$ cat src/rtl/cbus_arbiter_rr.sv
// N-input cbus arbiter: fixed-priority (with starvation guard) or round-robin
// selection, one grant per transaction, one IDLE cycle between grants.
package cbus_arbiter_rr_pkg;
    typedef struct packed {
        logic        valid;
        logic        we;
        logic [31:0] addr;
        logic [31:0] wdata;
    } cbus_req_t;

    typedef struct packed {
        logic        ready;
        logic        last;
        logic [31:0] rdata;
    } cbus_resp_t;
endpackage

module cbus_arbiter_rr
    import cbus_arbiter_rr_pkg::*;
#(
    parameter int unsigned NUM_INPUTS   = 2,
    parameter int unsigned ROUND_ROBIN  = 1,
    parameter int unsigned STARVE_LIMIT = 4,
    localparam int unsigned IDX_W = (NUM_INPUTS > 1) ? $clog2(NUM_INPUTS) : 1
) (
    input  logic                        clk,
    input  logic                        reset,
    input  cbus_req_t  [NUM_INPUTS-1:0] ireqs,
    output cbus_resp_t [NUM_INPUTS-1:0] iresps,
    output cbus_req_t                   oreq,
    input  cbus_resp_t                  oresp,
    output logic       [IDX_W-1:0]      grant_idx,
    output logic                        busy
);
    localparam int unsigned CNT_W = (STARVE_LIMIT > 0) ? $clog2(STARVE_LIMIT + 1) : 1;

    typedef enum logic {IDLE, GRANT} state_t;

    state_t           state_q, state_d;
    logic [IDX_W-1:0] gidx_q, gidx_d;
    logic [IDX_W-1:0] rr_q, rr_d;
    logic [CNT_W-1:0] cnt_q [NUM_INPUTS];
    logic [CNT_W-1:0] cnt_d [NUM_INPUTS];

    logic [NUM_INPUTS-1:0] valid_vec;
    logic [IDX_W-1:0]      win;
    logic                  found;

    always_comb begin
        for (int i = 0; i < NUM_INPUTS; i++) begin
            valid_vec[i] = ireqs[i].valid;
        end
    end

    always_comb begin
        int idx;
        win   = '0;
        found = 1'b0;
        idx   = 0;
        if (ROUND_ROBIN != 0) begin
            for (int k = 0; k < NUM_INPUTS; k++) begin
                idx = int'(rr_q) + k;
                if (idx >= int'(NUM_INPUTS)) idx = idx - int'(NUM_INPUTS);
                if (!found && valid_vec[idx]) begin
                    win   = IDX_W'(idx);
                    found = 1'b1;
                end
            end
        end else begin
            // A starved requester overrides plain index priority.
            if (STARVE_LIMIT != 0) begin
                for (int i = 0; i < NUM_INPUTS; i++) begin
                    if (!found && valid_vec[i] && cnt_q[i] == CNT_W'(STARVE_LIMIT)) begin
                        win   = IDX_W'(i);
                        found = 1'b1;
                    end
                end
            end
            for (int i = 0; i < NUM_INPUTS; i++) begin
                if (!found && valid_vec[i]) begin
                    win   = IDX_W'(i);
                    found = 1'b1;
                end
            end
        end
    end

    always_comb begin
        state_d = state_q;
        gidx_d  = gidx_q;
        rr_d    = rr_q;
        cnt_d   = cnt_q;
        oreq    = '0;
        iresps  = '0;
        busy    = 1'b0;
        case (state_q)
            IDLE: begin
                if (|valid_vec) begin
                    state_d = GRANT;
                    gidx_d  = win;
                    if (ROUND_ROBIN == 0 && STARVE_LIMIT != 0) begin
                        for (int i = 0; i < NUM_INPUTS; i++) begin
                            if (!valid_vec[i] || IDX_W'(i) == win) begin
                                cnt_d[i] = '0;
                            end else if (cnt_q[i] != CNT_W'(STARVE_LIMIT)) begin
                                cnt_d[i] = cnt_q[i] + 1'b1;
                            end
                        end
                    end
                end
            end
            GRANT: begin
                busy           = 1'b1;
                oreq           = ireqs[gidx_q];
                iresps[gidx_q] = oresp;
                // Completion and abort both release the bus and advance the pointer.
                if ((oresp.ready && oresp.last) || !ireqs[gidx_q].valid) begin
                    state_d = IDLE;
                    if (ROUND_ROBIN != 0) begin
                        rr_d = (gidx_q == IDX_W'(NUM_INPUTS - 1)) ? '0 : gidx_q + 1'b1;
                    end
                end
            end
            default: state_d = IDLE;
        endcase
    end

    always_ff @(posedge clk or posedge reset) begin
        if (reset) begin
            state_q <= IDLE;
            gidx_q  <= '0;
            rr_q    <= '0;
            for (int i = 0; i < NUM_INPUTS; i++) cnt_q[i] <= '0;
        end else begin
            state_q <= state_d;
            gidx_q  <= gidx_d;
            rr_q    <= rr_d;
            for (int i = 0; i < NUM_INPUTS; i++) cnt_q[i] <= cnt_d[i];
        end
    end

    assign grant_idx = gidx_q;
endmodule

$ cat config.mk
export PLATFORM = sky130hd
export DESIGN_NAME = cbus_arbiter_rr
export DESIGN_NICKNAME = d
export VERILOG_FILES = /design/src/rtl/cbus_arbiter_rr.sv
export SDC_FILE = /design/constraint.sdc
export NUM_CORES = 1
export LEC_CHECK = 0
export CAP_MARGIN = 10
export CORE_AREA = 2 2 119 121
export CTS_BUF_LIST = sky130_fd_sc_hd__clkbuf_2
export CTS_CLUSTER_DIAMETER = 150
export DETAILED_ROUTE_END_ITERATION = 10
export DIE_AREA = 0 0 121 123
export HOLD_SLACK_MARGIN = 0.08
export PLACE_DENSITY_LB_ADDON = 0.1
export SLEW_MARGIN = 20
export SYNTH_ARGS = -nofsm -noshare
export SYNTH_HDL_FRONTEND = slang
export SYNTH_SLANG_ARGS = --single-unit
$ cat constraint.sdc
create_clock -name clk -period 2.4 [get_ports clk]
set_clock_uncertainty 0.05 [all_clocks]
set_input_delay 0.24 -clock clk [delete_from_list [all_inputs] [get_ports clk]]
set_output_delay 0.24 -clock clk [all_outputs]
set_load 0.005 [all_outputs]
==> impl_metrics.toml, run 1 <==
[sta]
hold_viol = 0
fmax_mhz = 478
fin_setup_tns_ns = 0
slew_viol_final = 0
worstMarginPinSlew_ns = 0.326
rsz0062_at_grt = "false"
finalSetupViolations = 0
maxSlewHeadroom_pct = 78.2
fin_crit_ns = 2.09
min_period_over_period_pct = 87.1

[detailed_routing]
drtPass1Iterations = 4
wirelength_um = 10000
post_drt_wl_per_cell_um = 14.0
drc_errors = 0
vias_per_cell = 3.92
dr.first_iter.drc_count = 50
drtAntennaViolNets = 0
vias = 2796

[finish]
drive_gt1_share_pct = 2.63
antenna-diode-count = 0
syn_to_final_growth_pct = 187
fill_cells = 1429
num-nets-final = 702

[worst_setup_path]
crit_fanout = 15
crit_arrival_ns = 1.80
crit_type = "reg2out"
crit_path_end_kind = "output pin"
critPathLaunchType = "flip-flop"
cp.required_ns = 2.11

[flow_run]
maxCapViolCount = 0

[clock_tree]
clk_latency_ns = 0.21
postCtsSetupBuffers = 0
numCtsBuffers = 3
ctsHoldBuffers = 0
clkSlewWorstSetupHoldPaths_ns = 0.04
clock-root-buffer = "clkbuf_2"
htreeDepth = 1
clock_sinks = 3
cts-resized-gates = 0
ctsLongestPathBuffers = 2
cts_tree = "yes"

[global_routing]
gr-total-overflow = 0
grt_pass1_wl_um = 14500
grt_use_total_pct = 12.0
antenna_found_initial = 0
grt_pass1_vias = 2693
top_usage_layer = "met2"
grt_util_met1_pct = 12.9
grt_max_degree = 69
use_met3_pct = 3.83
grt.met2_usage_pct = 23.0

[power]
max-vdd-ir-drop_mv = 0.339
power.leakage_nw = 2.13
total_power_mw = 3.13
cellPowerDensity_mw_per_mm2 = 641

[synthesis]
post_synth_num_cell_types = 19
netlist_instances = 245
synth_area_mm2 = 0.00170
async_flop_share_pct = 100
synth-main-ff-cell = "dfrtp_1"
ys_seq_elements = 3
syn_avg_cell_area_um2 = 6.95
yosysWarnings = 0
synth-edff-count = 0
ys_seq_area_share_pct = 4.41
synth_fp_nets = 413

[placement]
post-dp-hpwl_um = 8160
io_buffers = 303
place.gp.congestion = 0.826

[floorplan]
die_area_mm2 = 0.0149
io_pins = 304
die_y_um = 123
rows = 43
core_area_mm2 = 0.0136
floorplan.initialDensity_pct = 12.5
die_x_um = 121

[worst_hold_path]
hold_path.class = "in2async"

[status]
status = "completed"
==> cell usage after synthesis (3+ instances only) <==
library cell | number | area share [%]
buf_2 | 3 | 0.88
clkbuf_2 | 6 | 1.8
buf_4 | 3 | 1.3
and2_1 | 34 | 12
mux2i_1 | 66 | 39
nor2_1 | 66 | 15
buf_12 | 5 | 5.9
nand3_1 | 3 | 0.88
nand2_1 | 3 | 0.66
clkbuf_1 | 8 | 1.8
dfrtp_1 | 3 | 4.4
and3_1 | 34 | 12
a21oi_1 | 3 | 0.88
==> power by group <==
group | internal, mW | switching (mW) | total, mW
clock network | 0.0440 | 0.0277 | 0.0716
logic | 1.82 | 1.11 | 2.93
registers | 0.0769 | 0.0496 | 0.127
total | 1.94 | 1.19 | 3.13
==> registers in the layout, summed over array words and instances (netlist names) <==
signal     cells
grant_idx      1
rr_q           1
state_q        1
==> cell usage in the layout (no fill, tap or decap) <==
cell             instances
dfrtp_1                  2
nor2b_4                  1
a31oi_1                  1
dfrtp_4                  1
nand2_1                  3
and3_1                  34
a21oi_1                  3
inv_2                    1
inv_1                    1
mux2i_1                 66
nor2_1                  66
nand3_1                  3
buf_12                   5
nor2b_1                  1
o21ai_0                  2
and2_1                  34
clkbuf_2                 4
clkdlybuf4s50_1        303
buf_4                    2
==> kinds of logic after synthesis <==
group / count (synthesis) / share of synthesized area (%)
multiplexers: 66 / 38.8
buffers and inverters: 28 / 12.7
AND/OR/NAND/NOR: 142 / 42.2
AO/OA/AOI/OAI: 6 / 1.84
flip-flops: 3 / 4.41
==> cell type report <==
type / count / area, um^2 / area share [%]
timing repair buffer: 310 / 3150 / 64.4
multi-input combinational: 214 / 1410 / 28.9
tap: 180 / 225 / 4.60
sequential: 3 / 78.8 / 1.61
clock buffer: 4 / 20.0 / 0.409
inverter: 2 / 7.51 / 0.153
==> critical path, stage by stage (launching register included) <==
cell and delay (ns):
dfrtp_4 0.53, buf_4 0.31, mux2i_1 0.23, nor2_1 0.06, clkdlybuf4s50_1 0.47
==> routing by layer <==
metal  vias up  share of wire (%)
met1      1218                 36
met3        12                 11
li1       1399                  -
met2       167                 52
met5         -                  0
met4         0                1.4
==> through the flow <==
stage	instances	utilization [%]	hold WS [ns]	setup WS, ns	cell area [um^2]
global route	713	35.9	0.126	0.179	4890
finish	713	35.9	0.152	0.309	4890
floorplan	245	-	-0.0564	1.09	1700
global placement	709	35.8	0.376	0.538	4870
detailed placement	709	35.8	0.377	0.506	4870
CTS	713	35.9	0.145	0.273	4890
==> final timing paths <==
kind                           start   endpoint  slack, ns  cells after the start
max                        grant_idx   oreq[43]       0.31                      4
min in group clk                rr_q       rr_q       0.50                      2
min reg2reg                     rr_q       rr_q       0.50                      2
max in group asynchronous      reset  grant_idx       1.99                      2
max reg2reg                  state_q       rr_q       1.16                      4
min                            reset       rr_q       0.15                      2
Power figures use the tool's default switching activity.
==> run 2, diff against run 1 <==
CAP_MARGIN = 40   (was 10)
==> results of run 2 <==
Final layout, timing and power as in run 1 (identical DEF).
